[src/rtl/fp_alu_pkg.sv]
`default_nettype none
// ============================================================================
// Package  : fp_alu_pkg
// Brief    : Shared widths, ALU op codes and arbiter state encoding.
// Revision : 1.0 - initial release
// ============================================================================
package fp_alu_pkg;

    localparam int WORD_W  = 32;
    localparam int HALF_W  = 16;
    localparam int FLAGS_W = 5;
    localparam int OPC_W   = 3;

    localparam logic [OPC_W-1:0] OP_ADD = 3'd0;
    localparam logic [OPC_W-1:0] OP_SUB = 3'd1;
    localparam logic [OPC_W-1:0] OP_MUL = 3'd2;
    localparam logic [OPC_W-1:0] OP_DIV = 3'd3;

    localparam int ST_W = 2;
    localparam logic [ST_W-1:0] ST_IDLE  = 2'd0;
    localparam logic [ST_W-1:0] ST_ISSUE = 2'd1;
    localparam logic [ST_W-1:0] ST_DRAIN = 2'd2;

    // Half-precision operands live in the low half; the upper half is cleared.
    function automatic logic [WORD_W-1:0] mask_operand(input logic [WORD_W-1:0] op,
                                                       input logic              mode_fp);
        return mode_fp ? op : {{(WORD_W-HALF_W){1'b0}}, op[HALF_W-1:0]};
    endfunction

endpackage : fp_alu_pkg
`default_nettype wire

[src/rtl/alu_arbiter_rr_pick.sv]
`default_nettype none
// ============================================================================
// Module   : rr_pick
// Brief    : Combinational round-robin pick: first set request at or after ptr.
// Revision : 1.0 - initial release
// ============================================================================
module rr_pick #(
    parameter int N     = 2,
    parameter int IDX_W = (N > 1) ? $clog2(N) : 1
) (
    input  logic [N-1:0]     i_req,
    input  logic [IDX_W-1:0] i_ptr,
    output logic [N-1:0]     o_winner_oh,
    output logic [IDX_W-1:0] o_winner_idx,
    output logic             o_any
);

    localparam logic [IDX_W:0] C_N = (IDX_W+1)'(N);

    logic [IDX_W:0] w_pos;

    always_comb begin
        o_winner_oh  = '0;
        o_winner_idx = '0;
        o_any        = 1'b0;
        w_pos        = '0;
        for (int i = 0; i < N; i++) begin
            w_pos = {1'b0, i_ptr} + (IDX_W+1)'(i);
            if (w_pos >= C_N) begin
                w_pos = w_pos - C_N;
            end
            if (!o_any && i_req[w_pos[IDX_W-1:0]]) begin
                o_any                          = 1'b1;
                o_winner_idx                   = w_pos[IDX_W-1:0];
                o_winner_oh[w_pos[IDX_W-1:0]]  = 1'b1;
            end
        end
    end

endmodule : rr_pick
`default_nettype wire

[src/rtl/alu_arbiter.sv]
`default_nettype none
// ============================================================================
// Module   : alu_arbiter
// Brief    : Round-robin sharing of one FP ALU among NUM_REQ requesters.
// Revision : 1.0 - initial release
// ============================================================================
module alu_arbiter
    import fp_alu_pkg::*;
#(
    parameter int NUM_REQ        = 2,
    parameter int TIMEOUT_CYCLES = 1024
) (
    input  logic                      clk,
    input  logic                      rst,
    input  logic [NUM_REQ-1:0]        req,
    input  logic [WORD_W*NUM_REQ-1:0] req_op_a,
    input  logic [WORD_W*NUM_REQ-1:0] req_op_b,
    input  logic [OPC_W*NUM_REQ-1:0]  req_op_code,
    input  logic [NUM_REQ-1:0]        req_mode_fp,
    input  logic [NUM_REQ-1:0]        req_round_mode,
    output logic [NUM_REQ-1:0]        gnt,
    output logic [NUM_REQ-1:0]        done,
    output logic [WORD_W-1:0]         rsp_result,
    output logic [FLAGS_W-1:0]        rsp_flags,
    output logic                      rsp_timeout,
    output logic                      busy,
    output logic [WORD_W-1:0]         alu_op_a,
    output logic [WORD_W-1:0]         alu_op_b,
    output logic [OPC_W-1:0]          alu_op_code,
    output logic                      alu_mode_fp,
    output logic                      alu_round_mode,
    output logic                      alu_start,
    input  logic [WORD_W-1:0]         alu_result,
    input  logic                      alu_valid_out,
    input  logic [FLAGS_W-1:0]        alu_flags
);

    localparam int C_IDX_W = (NUM_REQ > 1) ? $clog2(NUM_REQ) : 1;
    localparam int C_CNT_W = $clog2(TIMEOUT_CYCLES);
    localparam logic [C_CNT_W-1:0] C_CNT_LAST = C_CNT_W'(TIMEOUT_CYCLES - 1);
    localparam logic [C_IDX_W-1:0] C_IDX_LAST = C_IDX_W'(NUM_REQ - 1);

    logic [WORD_W-1:0] w_slice_a  [NUM_REQ];
    logic [WORD_W-1:0] w_slice_b  [NUM_REQ];
    logic [OPC_W-1:0]  w_slice_op [NUM_REQ];

    for (genvar gi = 0; gi < NUM_REQ; gi++) begin : g_slice
        assign w_slice_a[gi]  = req_op_a[gi*WORD_W +: WORD_W];
        assign w_slice_b[gi]  = req_op_b[gi*WORD_W +: WORD_W];
        assign w_slice_op[gi] = req_op_code[gi*OPC_W +: OPC_W];
    end

    logic [ST_W-1:0]    r_state_q,      w_state_d;
    logic [C_IDX_W-1:0] r_ptr_q,        w_ptr_d;
    logic [C_IDX_W-1:0] r_owner_q,      w_owner_d;
    logic [C_CNT_W-1:0] r_cnt_q,        w_cnt_d;
    logic [NUM_REQ-1:0] r_gnt_q,        w_gnt_d;
    logic [NUM_REQ-1:0] r_done_q,       w_done_d;
    logic [WORD_W-1:0]  r_rsp_result_q, w_rsp_result_d;
    logic [FLAGS_W-1:0] r_rsp_flags_q,  w_rsp_flags_d;
    logic               r_rsp_tmo_q,    w_rsp_tmo_d;
    logic               r_busy_q,       w_busy_d;
    logic [WORD_W-1:0]  r_alu_a_q,      w_alu_a_d;
    logic [WORD_W-1:0]  r_alu_b_q,      w_alu_b_d;
    logic [OPC_W-1:0]   r_alu_op_q,     w_alu_op_d;
    logic               r_alu_fp_q,     w_alu_fp_d;
    logic               r_alu_rm_q,     w_alu_rm_d;
    logic               r_alu_start_q,  w_alu_start_d;

    logic [NUM_REQ-1:0] w_win_oh;
    logic [C_IDX_W-1:0] w_win_idx;
    logic               w_any;

    rr_pick #(
        .N     (NUM_REQ),
        .IDX_W (C_IDX_W)
    ) u_rr_pick (
        .i_req        (req),
        .i_ptr        (r_ptr_q),
        .o_winner_oh  (w_win_oh),
        .o_winner_idx (w_win_idx),
        .o_any        (w_any)
    );

    always_comb begin
        w_state_d      = r_state_q;
        w_ptr_d        = r_ptr_q;
        w_owner_d      = r_owner_q;
        w_cnt_d        = r_cnt_q;
        w_gnt_d        = '0;
        w_done_d       = '0;
        w_rsp_result_d = r_rsp_result_q;
        w_rsp_flags_d  = r_rsp_flags_q;
        w_rsp_tmo_d    = r_rsp_tmo_q;
        w_alu_a_d      = r_alu_a_q;
        w_alu_b_d      = r_alu_b_q;
        w_alu_op_d     = r_alu_op_q;
        w_alu_fp_d     = r_alu_fp_q;
        w_alu_rm_d     = r_alu_rm_q;
        w_alu_start_d  = r_alu_start_q;

        case (r_state_q)
            ST_IDLE: begin
                if (w_any) begin
                    w_gnt_d       = w_win_oh;
                    w_owner_d     = w_win_idx;
                    w_ptr_d       = (w_win_idx == C_IDX_LAST) ? '0 : w_win_idx + C_IDX_W'(1);
                    w_cnt_d       = '0;
                    w_alu_a_d     = mask_operand(w_slice_a[w_win_idx], req_mode_fp[w_win_idx]);
                    w_alu_b_d     = mask_operand(w_slice_b[w_win_idx], req_mode_fp[w_win_idx]);
                    w_alu_op_d    = w_slice_op[w_win_idx];
                    w_alu_fp_d    = req_mode_fp[w_win_idx];
                    w_alu_rm_d    = req_round_mode[w_win_idx];
                    w_alu_start_d = 1'b1;
                    w_state_d     = ST_ISSUE;
                end
            end
            ST_ISSUE: begin
                w_cnt_d = r_cnt_q + C_CNT_W'(1);
                // A real result beats an expiry landing on the same cycle.
                if (alu_valid_out) begin
                    w_rsp_result_d       = alu_result;
                    w_rsp_flags_d        = alu_flags;
                    w_rsp_tmo_d          = 1'b0;
                    w_done_d[r_owner_q]  = 1'b1;
                    w_alu_start_d        = 1'b0;
                    w_state_d            = ST_DRAIN;
                end else if (r_cnt_q == C_CNT_LAST) begin
                    w_rsp_result_d       = '0;
                    w_rsp_flags_d        = '0;
                    w_rsp_tmo_d          = 1'b1;
                    w_done_d[r_owner_q]  = 1'b1;
                    w_alu_start_d        = 1'b0;
                    w_state_d            = ST_DRAIN;
                end
            end
            ST_DRAIN: begin
                if (!alu_valid_out) begin
                    w_state_d = ST_IDLE;
                end
            end
            default: begin
                w_alu_start_d = 1'b0;
                w_state_d     = ST_IDLE;
            end
        endcase

        w_busy_d = (w_state_d != ST_IDLE);
    end

    always_ff @(posedge clk) begin
        if (rst) begin
            r_state_q      <= ST_IDLE;
            r_ptr_q        <= '0;
            r_owner_q      <= '0;
            r_cnt_q        <= '0;
            r_gnt_q        <= '0;
            r_done_q       <= '0;
            r_rsp_result_q <= '0;
            r_rsp_flags_q  <= '0;
            r_rsp_tmo_q    <= 1'b0;
            r_busy_q       <= 1'b0;
            r_alu_a_q      <= '0;
            r_alu_b_q      <= '0;
            r_alu_op_q     <= '0;
            r_alu_fp_q     <= 1'b0;
            r_alu_rm_q     <= 1'b0;
            r_alu_start_q  <= 1'b0;
        end else begin
            r_state_q      <= w_state_d;
            r_ptr_q        <= w_ptr_d;
            r_owner_q      <= w_owner_d;
            r_cnt_q        <= w_cnt_d;
            r_gnt_q        <= w_gnt_d;
            r_done_q       <= w_done_d;
            r_rsp_result_q <= w_rsp_result_d;
            r_rsp_flags_q  <= w_rsp_flags_d;
            r_rsp_tmo_q    <= w_rsp_tmo_d;
            r_busy_q       <= w_busy_d;
            r_alu_a_q      <= w_alu_a_d;
            r_alu_b_q      <= w_alu_b_d;
            r_alu_op_q     <= w_alu_op_d;
            r_alu_fp_q     <= w_alu_fp_d;
            r_alu_rm_q     <= w_alu_rm_d;
            r_alu_start_q  <= w_alu_start_d;
        end
    end

    assign gnt            = r_gnt_q;
    assign done           = r_done_q;
    assign rsp_result     = r_rsp_result_q;
    assign rsp_flags      = r_rsp_flags_q;
    assign rsp_timeout    = r_rsp_tmo_q;
    assign busy           = r_busy_q;
    assign alu_op_a       = r_alu_a_q;
    assign alu_op_b       = r_alu_b_q;
    assign alu_op_code    = r_alu_op_q;
    assign alu_mode_fp    = r_alu_fp_q;
    assign alu_round_mode = r_alu_rm_q;
    assign alu_start      = r_alu_start_q;

endmodule : alu_arbiter
`default_nettype wire

[config.mk]
export PLATFORM = sky130hd
export DESIGN_NAME = alu_arbiter
export DESIGN_NICKNAME = d
export VERILOG_FILES = /design/src/rtl/fp_alu_pkg.sv /design/src/rtl/alu_arbiter_rr_pick.sv /design/src/rtl/alu_arbiter.sv
export SDC_FILE = /design/constraint.sdc
export NUM_CORES = 1
export LEC_CHECK = 0
export BUFFER_PORTS_ARGS = -buffer_cell sky130_fd_sc_hd__buf_4
export CORE_AREA = 2 2 128 130
export DETAILED_ROUTE_END_ITERATION = 10
export DIE_AREA = 0 0 130 132
export GPL_ROUTABILITY_DRIVEN = 0
export SYNTH_ARGS = -nofsm -noshare
export SYNTH_HDL_FRONTEND = slang
export SYNTH_SLANG_ARGS = --single-unit
[constraint.sdc]
create_clock -name clk -period 2.1 [get_ports clk]
set_input_delay 0.42 -clock clk [delete_from_list [all_inputs] [get_ports clk]]
set_output_delay 0.42 -clock clk [all_outputs]
set_load 0.005 [all_outputs]
# Yosys cells after proc, flatten, opt, wreduce, memory -nomap -nowiden
# Cells that the tools add are included.
[op_classes] addsub=5 n_reduce_logical=15 mux=53 n_lt_le_gt_ge=10 eq_ne=5 n_bitwise=6
[op_table] cell="32-bit 2-to-1 mux" count=10
[op_table] cell="1-bit 2-to-1 mux" count=23
[op_table] cell="10-bit one-hot mux with 2 select lines" count=1
[op_table] cell="2-bit 2-to-1 mux" count=8
[op_table] cell="10-bit by 1-bit adder with 10-bit output, second input constant" count=1
[op_table] cell="10-bit equality test, second input constant" count=1
[op_table] cell="10-bit 2-to-1 mux" count=1
[op_table] cell="5-bit 2-to-1 mux" count=2
[op_table] cell="3-bit 2-to-1 mux" count=3
[op_table] cell="1-bit by 2-bit less-than comparator with 1-bit output, second input constant" count=4
[op_table] cell="2-bit one-hot mux with 3 select lines" count=1
[op_table] cell="2-bit AND reduction" count=3
[op_table] cell="2-bit nonzero test" count=3
[op_table] cell="2-bit >= comparator, second input constant" count=2
[op_table] cell="1-bit logical AND" count=4
[op_table] cell="1-bit inverter" count=4
[op_table] cell="1-bit demux with 1-bit select" count=3
[op_table] cell="1-bit >= comparator, second input constant" count=3
[op_table] cell="3-bit != test, second input constant" count=1
[op_table] cell="1-bit one-hot mux with 3 select lines" count=1
[op_table] cell="3-bit AND reduction" count=1
[op_table] cell="3-bit OR reduction" count=1
[op_table] cell="1-bit by 1-bit adder with 2-bit output, second input constant" count=1
[op_table] cell="2-bit by 1-bit equality test with 1-bit output, second input constant" count=1
[op_table] cell="other kinds (10)" count=11
[totals] wordCells=110 in_bits=180 register_bits=127 output_inout_bits=113

# Depth between registers and ports, before layout
# Gate-level depths: netlist of the first run.
[logic_depth] depth_word=13 ltp_mapped=8 mapped_depth_nobuf=5

# Modules after synthesis
# Synthesis of the first run repeated with hierarchy kept, for this count alone.
[unflattened] cells_unflattened=632 area_unflattened_um2=5755.5
[by_module_without_submodules] mod="alu_arbiter" n_inst=1 seq_area_each_um2=2542.4 cells_each=627 area_each_um2=5723.0
[by_module_without_submodules] mod="rr_pick" n_inst=1 seq_area_each_um2=0.0 cells_each=5 area_each_um2=32.5

# Worst setup path before layout of the first run
# Ideal clock, no wire load.
[synth_path] kind="register to register" startpoint="register r_cnt_q[0]" endpoint="register r_rsp_flags_q[4], in the netlist rsp_flags[4]" t_arrival_ns=1.526 required_time_ns=2.034 n_path_buf=3 setup_time_ns=0.066 stages_incl_launch_ff=9 synth_period_minus_slack_ns=1.592 path_slack_ns=0.508 path_cell_list="dfxtp_1 ha_1 and4_1 and3_1 buf_6 a21o_1 buf_6 buf_12 a21oi_2"
[synth_between] elab_chain_cells=3
[synth_rtl] element="start, declared" line="alu_arbiter.sv:56" text="logic [C_CNT_W-1:0] r_cnt_q, w_cnt_d;"
[synth_rtl] element="start signal, assigned" line="alu_arbiter.sv:173" text="r_cnt_q <= w_cnt_d;"
[synth_rtl] element="10-bit equality test" line="alu_arbiter.sv:128" text="end else if (r_cnt_q == C_CNT_LAST) begin"
[synth_rtl] element="2-bit nonzero test (no source line)"
[synth_rtl] element="2-bit AND reduction (no source line)"
[synth_rtl] element="end signal, assigned" line="alu_arbiter.sv:177" text="r_rsp_flags_q <= w_rsp_flags_d;"
[synth_rtl] element="end, declared" line="alu_arbiter.sv:60" text="logic [FLAGS_W-1:0] r_rsp_flags_q, w_rsp_flags_d;"
# Every way passes these cells.
# A chain may end at the register's enable or synchronous reset.

# Worst setup path in the final report of the first run
[layout_path] startpoint="register r_state_q[0]" endpoint="register r_rsp_result_q[30], in the netlist rsp_result[30]"
[layout_between] elab_chain_cells=2
[layout_rtl] element="start, declared" line="alu_arbiter.sv:53" text="logic [ST_W-1:0] r_state_q, w_state_d;"
[layout_rtl] element="start signal, assigned" line="alu_arbiter.sv:170" text="r_state_q <= w_state_d;"
[layout_rtl] element="2-bit by 1-bit equality test with 1-bit output" line="alu_arbiter.sv:102" text="case (r_state_q)"
[layout_rtl] element="2-bit AND reduction (no source line)"
[layout_rtl] element="end signal, assigned" line="alu_arbiter.sv:176" text="r_rsp_result_q <= w_rsp_result_d;"
[layout_rtl] element="end, declared" line="alu_arbiter.sv:59" text="logic [WORD_W-1:0] r_rsp_result_q, w_rsp_result_d;"
# Every way passes these cells.

==> implementation parameters, run 1 <==
Parameter                              Value

Status
  Result of the run    completed

Floorplan
  Die X-Extent    130 um
  Die extent in y    132 um
  Core outline area    0.0157 mm^2
  Full die area    0.0172 mm^2
  # IOs    293
  Std cell rows    46
  Initial Util    34.8%

Power
  Cell Pwr Density    798 mW/mm^2
  Largest vdd supply drop    587 uV
  Switching Power    0.00172 W
  Leak    3.62 nW
  Final Power    0.00658 W
  Share of power burned in registers    40.4%
  Clock group share of total power    42.1%
  Internal portion of total power    0.00486 W
  Comb pwr share    17.6%
  Switching part of the total    26.2%

Clock network
  Maximum number of buffers from clock root to sink    2
  CTS H-Tree Depth    4
  Clk slew on worst S/H paths    60 ps
  Number of buffers inserted to repair setup after CTS    0
  Quantity of gates resized following cts    0
  Clock tree from TritonCTS    yes
  CTS Sinks    127
  Number of hold-repair buffers added at the cts stage    0
  TritonCTS Buffers    17
  Clock Tree Root    sky130_fd_sc_hd__clkbuf_16
  Clock latency of the later-clocked register in the worst-skew pair    410 ps

Detailed routing
  Post-route DRC violation count    0
  Post-DR vias/cell    5.06
  Remaining antenna violation count after routing    0
  Via count    5650
  Avg WL per Cell    15.8 um
  Number of optimization iterations in the first detailed-route pass    9
  First DRT Iteration DRCs    348
  Routed WL    17600 um

Yosys
  Number of distinct library cells after synthesis    41
  Net count after synthesis    810
  Seq cells post-synth    127
  Avg Synthesized Cell Area    8.69 um^2
  Gate Count Post-Synth    629
  Part of the Yosys area used for sequential elements    46.5%
  Netlist Area Pre-Place    0.00547 mm^2
  Yosys warning total    0

Timing
  Final setup TNS    0 ps
  Count of final max-slew check failures    0
  Worst slew pin tran    687 ps
  Number of failing setup endpoints in the final timing report    0
  Fmax    563 MHz
  Period utilisation layout    84.6%
  Time the final worst path needs with I/O delays and setup    1780 ps
  Setup skew after layout    7.05 ps
  Setup repair after global routing missed its margin    false
  Total count of hold-check failures in the final report    0
  Normalized max-slew margin    54.0%

Final layout
  Leading cell type in the layout, fill and taps excluded    sky130_fd_sc_hd__buf_4
  Diode count    0
  Area growth syn-to-layout    50.8%
  Final nets    1069
  Share of post-route cells with drive strength above 1    42.1%
  Fin cells    1117
  Most used cells in the layout excluding fill and tap cells    303 x sky130_fd_sc_hd__buf_4, 127 x sky130_fd_sc_hd__dfxtp_1, 115 x sky130_fd_sc_hd__nand2_1
  Design area    0.00824 mm^2

Global route
  Vias in the first global route    5539
  Gr usage total    20.0%
  Sum of overflow across all layers after global routing    0
  Pin count of the biggest net entering global routing    59
  First-pass GRT wire length    27400 um
  Initial antenna violation count    0

Job
  Max Cap Violations    0

Worst setup path
  Type of origin of the critical path    flip-flop
  Register-to-register setup slack    320 ps
  CP Max Fanout    37
  Sort of element at the end of the critical path    flip-flop
  Type of the setup path with the least slack    reg2reg
  Reg2Reg Depth    4
  WP data arrival    2070 ps
  Endpoint required time on the critical path    2400 ps

Min path
  Min-Delay Path Depth    3
  Hold Crit Class    in2reg

Place
  Number of port buffers    292
  Half-perimeter wire length of the detailed placement result    12600 um
  Placed cell count    1085
  Post-placement cell area    0.00767 mm^2
==> power by group through the flow <==
| stage | registers (W) | clock network (W) | logic (W) |
|---|---|---|---|
| finish | 0.00266 | 0.00277 | 0.00116 |
| detailed placement | 0.00270 | 0 | 0.00116 |
| global route | 0.00267 | 0.00298 | 0.00126 |
| global placement | 0.00270 | 0 | 0.00114 |
| floorplan | 0.00270 | 0 | 0.000569 |
| CTS | 0.00265 | 0.00286 | 0.00117 |
==> logic make-up after synthesis <==
family | Yosys count | share of synthesized area, %
adders and majority gates | 1 | 0.229
buffers and inverters | 66 | 7.21
DFF | 127 | 46.5
AOI/OAI and AO/OA | 198 | 26.1
muxes | 2 | 0.412
and+or+nand+nor | 235 | 19.6
==> layer usage <==
layer / share of wire [%] / vias up / global-route usage, %
met2: 47 / 240 / 32.4
met4: 2.3 / 0 / 8.54
met1: 42 / 2602 / 24.2
met5: 0 / - / 0
met3: 8.3 / 28 / 6.45
li1: - / 2780 / -
==> synth_stat cells, drive strengths merged <==
cell / instances / share of area (%)
o21ai: 7 / 0.64
buf: 40 / 5.4
and2: 2 / 0.23
o31ai: 1 / 0.23
a21oi: 85 / 9.8
a222oi: 36 / 6.6
nor2: 52 / 3.6
a31oi: 1 / 0.11
clkbuf: 25 / 1.7
a21o: 1 / 0.14
mux2: 2 / 0.41
dfxtp: 127 / 47
inv: 1 / 0.069
a211oi: 2 / 0.27
and3: 37 / 4.2
nor2b: 1 / 0.11
nand4: 2 / 0.23
nand2: 116 / 8.0
nand4b: 1 / 0.16
nor4: 1 / 0.11
nand3: 5 / 0.46
or2: 3 / 0.34
o22ai: 32 / 3.7
and4b: 1 / 0.18
nor4b: 1 / 0.16
and4: 5 / 0.85
nand3b: 1 / 0.14
nor3: 4 / 0.37
a21boi: 32 / 4.4
nand2b: 3 / 0.34
a221o: 1 / 0.18
ha: 1 / 0.23
==> worst max-delay path, cell delays in order, from the launching register on <==
cell,delay (ps)
sky130_fd_sc_hd__dfxtp_1,530
sky130_fd_sc_hd__nor2b_1,330
sky130_fd_sc_hd__nand2_2,460
sky130_fd_sc_hd__nand2_1,250
sky130_fd_sc_hd__a21oi_2,80
==> through the flow <==
stage	hold WS [ps]	setup slack, ps	util (%)
after floorplan	417	508	-
after global placement	430	378	48.8
after detailed placement	438	312	48.8
after CTS	221	342	52.5
after global routing	234	103	52.5
final	244	323	52.5
==> registers in the layout, indices dropped and copies added, names as in the netlist <==
register	count
done	2
rsp_result	32
alu_op_code	3
r_state_q	2
gnt	2
alu_round_mode	1
r_ptr_q	1
alu_op_a	32
rsp_flags	5
alu_op_b	32
alu_mode_fp	1
alu_start	1
r_cnt_q	10
rsp_timeout	1
busy	1
r_owner_q	1
==> area by class of cell <==
type                            count  area, um^2
Clock inverter                     13         115
Tap cell                          216         270
Inverter                            1        3.75
Multi-Input combinational cell    436        2540
Clock buffer                       19         453
Fill cell                        1538        7470
Sequential cell                   127        2540
Timing Repair Buffer              305        2310
==> final timing paths <==
check / startpoint / endpoint
setup reg to reg: r_state_q[0] / rsp_result[30]
hold reg to reg: r_owner_q / done[0]
hold / removal: req_op_a[13] / alu_op_a[13]
setup / recovery: r_state_q[0] / rsp_result[30]
Power figures use the tool's default switching activity.
==> run 2, diff against run 1 <==
- ABC_AREA: not set -> 1
- CORE_AREA: 2 2 128 130 -> 2 2 131 133
- DIE_AREA: 0 0 130 132 -> 0 0 133 135
- PLACE_DENSITY: not set -> 0.66
- clock period: 2.1 -> 1.6 ns (I/O delays scaled with it)
==> implementation parameters, run 2 <==
Parameter                              Value

Timing
  Period utilisation layout    91.5%
  Setup skew after layout    9.39 ps
  Setup repair after global routing missed its margin    false
  Time the final worst path needs with I/O delays and setup    1460 ps
  Count of final max-slew check failures    0
  Fmax    683 MHz
  Worst slew pin tran    416 ps
  Final setup TNS    0 ps
  Normalized max-slew margin    72.3%
  Total count of hold-check failures in the final report    0
  Number of failing setup endpoints in the final timing report    0

Global route
  Global route hottest layer    met2
  Vias in the first global route    5731
  Pin count of the biggest net entering global routing    74
  Sum of overflow across all layers after global routing    0
  GR Layer Usage met1    23.2%
  Initial antenna violation count    0
  Met2 GRT Util    32.9%
  First-pass GRT wire length    28100 um
  Gr usage total    19.5%
  M3 GR Usage    4.50%

Yosys
  Most numerous cell types in the synthesized netlist    381 x sky130_fd_sc_hd__nand2_1, 127 x sky130_fd_sc_hd__dfxtp_1, 54 x sky130_fd_sc_hd__a21oi_1
  Most frequent cell after synthesis    sky130_fd_sc_hd__nand2_1
  Netlist Area Pre-Place    0.00571 mm^2
  Number of flops mapped to enable cells by yosys    0
  Library cell occupying the most area in the post-synthesis netlist    sky130_fd_sc_hd__dfxtp_1
  Gate Count Post-Synth    808
  Part of the Yosys area used for sequential elements    44.6%
  Seq cells post-synth    127
  Post-synth top area share    44.6%
  Fraction of synthesis flops using an asynchronous set or reset pin    0%
  Largest cells by area after synthesis    sky130_fd_sc_hd__dfxtp_1 45%, sky130_fd_sc_hd__nand2_1 25%, sky130_fd_sc_hd__a21oi_1 4.7%, sky130_fd_sc_hd__a21oi_2 4.5%, sky130_fd_sc_hd__nand2_2 3.6%
  Top flip-flop cell by instance count after synthesis    sky130_fd_sc_hd__dfxtp_1
  Number of distinct library cells after synthesis    27
  Net count after synthesis    989
  Yosys warning total    0
  Avg Synthesized Cell Area    7.06 um^2

Final layout
  Share of post-route cells with drive strength above 1    38.6%
  Area growth syn-to-layout    54.7%
  Most used cells in the layout excluding fill and tap cells    378 x sky130_fd_sc_hd__nand2_1, 299 x sky130_fd_sc_hd__buf_4, 125 x sky130_fd_sc_hd__dfxtp_1
  Diode count    0
  Leading cell type in the layout, fill and taps excluded    sky130_fd_sc_hd__nand2_1
  Final nets    1274
  Design area    0.00883 mm^2

Min path
  Hold Crit Class    in2reg
  Worst hold endpoint    rsp_flags[1]
  Min-Delay Path Depth    3
  Launch point of the worst hold path    alu_flags[1]

Job
  Max Cap Violations    0

Floorplan
  Std cell rows    47
  Core outline area    0.0164 mm^2
  Die extent in y    135 um
  # IOs    293
  Die X-Extent    133 um
  Initial Util    34.8%
  Full die area    0.0180 mm^2

Place
  Post-placement cell area    0.00812 mm^2
  Half-perimeter wire length of the detailed placement result    12700 um
  Number of port buffers    292

Clock network
  Clk slew on worst S/H paths    60 ps
  Clock Tree Root    sky130_fd_sc_hd__clkbuf_16
  Clock tree from TritonCTS    yes
  CTS H-Tree Depth    4
  Number of hold-repair buffers added at the cts stage    0
  Clock latency of the later-clocked register in the worst-skew pair    410 ps
  TritonCTS Buffers    17
  CTS Sinks    127
  Maximum number of buffers from clock root to sink    2

Detailed routing
  Number of optimization iterations in the first detailed-route pass    5
  Post-DR vias/cell    4.47
  Remaining antenna violation count after routing    0
  Via count    5917
  First DRT Iteration DRCs    246
  Routed WL    17800 um
  Post-route DRC violation count    0
  Avg WL per Cell    13.4 um

Power
  Comb pwr share    18.4%
  Clock group share of total power    44.5%
  Switching Power    0.00238 W
  Internal portion of total power    0.00701 W
  Final Power    0.00939 W
  Switching part of the total    25.3%
  Cell Pwr Density    1060 mW/mm^2
  Largest vdd supply drop    677 uV
  Leak    4.38 nW
  Share of power burned in registers    37.1%

Worst setup path
  Type of origin of the critical path    flip-flop
  Sort of element at the end of the critical path    flip-flop
  Critical Path Start    r_cnt_q[0]
  Reg2Reg Depth    9
  CP Max Fanout    20
  End of the worst register-to-register path    rsp_result[1]
  Register-to-register setup slack    140 ps
  WP data arrival    1740 ps
  Endpoint required time on the critical path    1880 ps
  Reg2Reg Launch Point    r_cnt_q[0]
  Type of the setup path with the least slack    reg2reg

Status
  Result of the run    completed
[run 2: cell types whose count changed after synthesis, moves of 8 or more]
cell | before | now
sky130_fd_sc_hd__inv_1 | 1 | 52
sky130_fd_sc_hd__buf_2 | 24 | 15
sky130_fd_sc_hd__nand3_1 | 5 | 41
sky130_fd_sc_hd__a21boi_0 | 30 | 0
sky130_fd_sc_hd__clkbuf_1 | 25 | 10
sky130_fd_sc_hd__nand2_1 | 115 | 381
sky130_fd_sc_hd__nor2_1 | 51 | 12
sky130_fd_sc_hd__and3_1 | 37 | 0
sky130_fd_sc_hd__o22ai_1 | 32 | 0
sky130_fd_sc_hd__nand2_2 | 1 | 33
sky130_fd_sc_hd__buf_6 | 5 | 13
sky130_fd_sc_hd__a222oi_1 | 36 | 0
[run 2: worst max-delay path by stage]
stage	end	slack, ps	cells past startpoint
2_1_floorplan	rsp_flags[0]	240	9
3_3_place_gp	rsp_flags[0]	130	9
3_5_place_dp	rsp_result[22]	90	9
4_1_cts	rsp_result[8]	90	9
5_1_grt	rsp_result[20]	20	9
6_report	rsp_result[1]	140	9
[run 2: area by class of cell]
| cell class | instances | area, um^2 |
|---|---|---|
| multi-input combinational | 579 | 2660 |
| clock inverter | 10 | 159 |
| sequential | 127 | 2540 |
| tap | 220 | 275 |
| timing repair buffer | 312 | 2500 |
| clock buffer | 21 | 480 |
| inverter | 56 | 210 |
| fill | 1594 | 7580 |
[run 2: timing repair]
action / CTS / global route
gates resized for setup: 0 / 8
endpoints found under the setup margin: 0 / 42
buffers inserted: 0 / 2
[run 2: power groups by stage]
stage | clock, W | sequential (W) | combinational, W
floorplan | 0 | 0.00356 | 0.000855
global placement | 0 | 0.00354 | 0.00172
detailed placement | 0 | 0.00355 | 0.00174
CTS | 0.00426 | 0.00348 | 0.00174
global route | 0.00440 | 0.00351 | 0.00193
finish | 0.00418 | 0.00348 | 0.00173
[run 2: metal layers]
layer | share of wire, % | wire (um)
met5 | 0 | 0
met4 | 3.6 | 637
met3 | 4.6 | 814
met2 | 49 | 8750
met1 | 43 | 7590
[run 2: logic make-up after synthesis]
kind of cell / count (synthesis) / synth area share (%)
simple gates: 483 / 35.5
flops: 127 / 44.6
compound gates: 94 / 10.3
fa+ha+maj: 1 / 0.219
buf+inv: 102 / 9.27
xor+xnor: 1 / 0.154
[run 2: worst max-delay path: stages (launching register included)]
cell,delay (ps)
sky130_fd_sc_hd__dfxtp_2,350
sky130_fd_sc_hd__ha_2,190
sky130_fd_sc_hd__nand2_2,80
sky130_fd_sc_hd__nor2_4,140
sky130_fd_sc_hd__nand3_2,100
sky130_fd_sc_hd__nand2_2,90
sky130_fd_sc_hd__nand2_4,90
sky130_fd_sc_hd__buf_12,170
sky130_fd_sc_hd__nand2_1,60
sky130_fd_sc_hd__a21oi_1,60
[run 2: metrics by stage]
stage,setup slack [ps],cells,utilization [%],hold WS [ps]
after floorplan,243,808,-,421
after global placement,131,1290,49.5,443
after detailed placement,90.2,1290,49.5,443
after CTS,89.4,1321,53.4,149
after global routing,18.8,1325,53.8,154
final,136,1325,53.8,166
==> run 3, diff against run 2 <==
- CORE_AREA: 2 2 131 133 -> 2 2 123 125
- DIE_AREA: 0 0 133 135 -> 0 0 125 127
- PLACE_DENSITY: 0.66 -> 0.74
==> implementation parameters, run 3 (synthesis gave the netlist of run 2 again) <==
Parameter                              Value

Detailed routing
  Routed WL    17200 um
  Via count    5951
  Number of optimization iterations in the first detailed-route pass    5
  Post-DR vias/cell    4.62
  Avg WL per Cell    13.4 um
  Remaining antenna violation count after routing    0
  Post-route DRC violation count    0
  First DRT Iteration DRCs    275

Timing
  Final setup TNS    0 ps
  Fmax    674 MHz
  Period utilisation layout    92.8%
  Worst slew pin tran    278 ps
  Time the final worst path needs with I/O delays and setup    1480 ps
  Number of failing setup endpoints in the final timing report    0
  Setup skew after layout    7.38 ps
  Normalized max-slew margin    81.5%
  Count of final max-slew check failures    0
  Total count of hold-check failures in the final report    0

Final layout
  Share of post-route cells with drive strength above 1    38.5%
  Diode count    0
  Most used cells in the layout excluding fill and tap cells    379 x sky130_fd_sc_hd__nand2_1, 296 x sky130_fd_sc_hd__buf_4, 125 x sky130_fd_sc_hd__dfxtp_1
  Fin cells    1288
  Leading cell type in the layout, fill and taps excluded    sky130_fd_sc_hd__nand2_1
  Final nets    1272
  Area growth syn-to-layout    53.4%
  Design area    0.00875 mm^2

Clock network
  Clk slew on worst S/H paths    60 ps
  CTS Sinks    127
  Clock Tree Root    sky130_fd_sc_hd__clkbuf_16
  CTS H-Tree Depth    4
  Number of hold-repair buffers added at the cts stage    0
  Clock latency of the later-clocked register in the worst-skew pair    410 ps
  Clock tree from TritonCTS    yes
  Maximum number of buffers from clock root to sink    2
  TritonCTS Buffers    17

Global route
  First-pass GRT wire length    27700 um
  Sum of overflow across all layers after global routing    0
  Gr usage total    21.2%
  Vias in the first global route    5705
  Pin count of the biggest net entering global routing    48
  Initial antenna violation count    0

Floorplan
  Die X-Extent    125 um
  Full die area    0.0159 mm^2
  Initial Util    39.6%
  # IOs    293
  Core outline area    0.0144 mm^2
  Std cell rows    44
  Die extent in y    127 um

Min path
  Hold Crit Class    in2reg
  Min-Delay Path Depth    3

Worst setup path
  Reg2Reg Depth    9
  Type of origin of the critical path    flip-flop
  Endpoint required time on the critical path    1890 ps
  WP data arrival    1780 ps
  Sort of element at the end of the critical path    flip-flop
  CP Max Fanout    20
  Type of the setup path with the least slack    reg2reg

Power
  Cell Pwr Density    1050 mW/mm^2
  Largest vdd supply drop    679 uV
  Leak    4.35 nW

Place
  Number of port buffers    292
  Placed cell count    1253
  Post-placement cell area    0.00808 mm^2
  Half-perimeter wire length of the detailed placement result    12200 um

Job
  Max Cap Violations    0

Status
  Result of the run    completed
-- run 3: cell type report --
class / instances / area (um^2)
clock buffers: 19 / 453
well taps: 184 / 230
fillers: 1318 / 5670
multi-input cells: 579 / 2650
clock inverters: 13 / 164
flip-flops and latches: 127 / 2540
repair buffers: 310 / 2500
inverters: 56 / 210
-- run 3: what timing repair did --
| item | CTS | global route |
|---|---|---|
| setup endpoints to repair | 0 | 38 |
| gates resized for setup | 0 | 6 |
| endpoints found under the hold margin | 0 | 0 |
| setup buffers | 0 | 1 |
-- run 3: critical path: stages, from the launching register on --
cell and delay, ps:
sky130_fd_sc_hd__dfxtp_2 340, sky130_fd_sc_hd__ha_2 170, sky130_fd_sc_hd__nand2_1 70, sky130_fd_sc_hd__nor2_2 170, sky130_fd_sc_hd__nand3_2 110, sky130_fd_sc_hd__nand2_2 100, sky130_fd_sc_hd__nand2_4 90, sky130_fd_sc_hd__buf_12 170
sky130_fd_sc_hd__nand2_1 70, sky130_fd_sc_hd__a21oi_1 60
-- run 3: power by group --
group          total (W)  leakage [nW]  switching, W  internal (W)
Combinational    0.00173          3.03      0.000850      0.000880
Clock            0.00399         0.287       0.00146       0.00253
Sequential       0.00349          1.04      0.000114       0.00337
Total            0.00921          4.35       0.00243       0.00678
-- run 3: final timing paths --
path	startpoint	slack, ps	endpoint
max reg2reg	r_cnt_q[0]	120	rsp_result[17]
min	alu_result[21]	170	rsp_result[21]
min reg2reg	r_cnt_q[0]	450	r_cnt_q[0]
max	r_cnt_q[0]	120	rsp_result[17]
-- run 3: per-stage QoR --
stage,setup slack (ps),utilization [%],hold WS (ps),total power (W)
after floorplan,243,-,421,0.00441
after global placement,166,56.0,440,0.00526
after detailed placement,127,56.0,443,0.00527
after CTS,117,60.3,152,0.00928
after global routing,-3.37,60.7,161,0.00964
final,115,60.7,169,0.00921
-- run 3: layer usage --
layer / GRT usage (%) / wire length, um
met3: 4.94 / 919
met2: 35.9 / 8470
met4: 10.9 / 658
met5: 0 / 0
met1: 25.3 / 7180
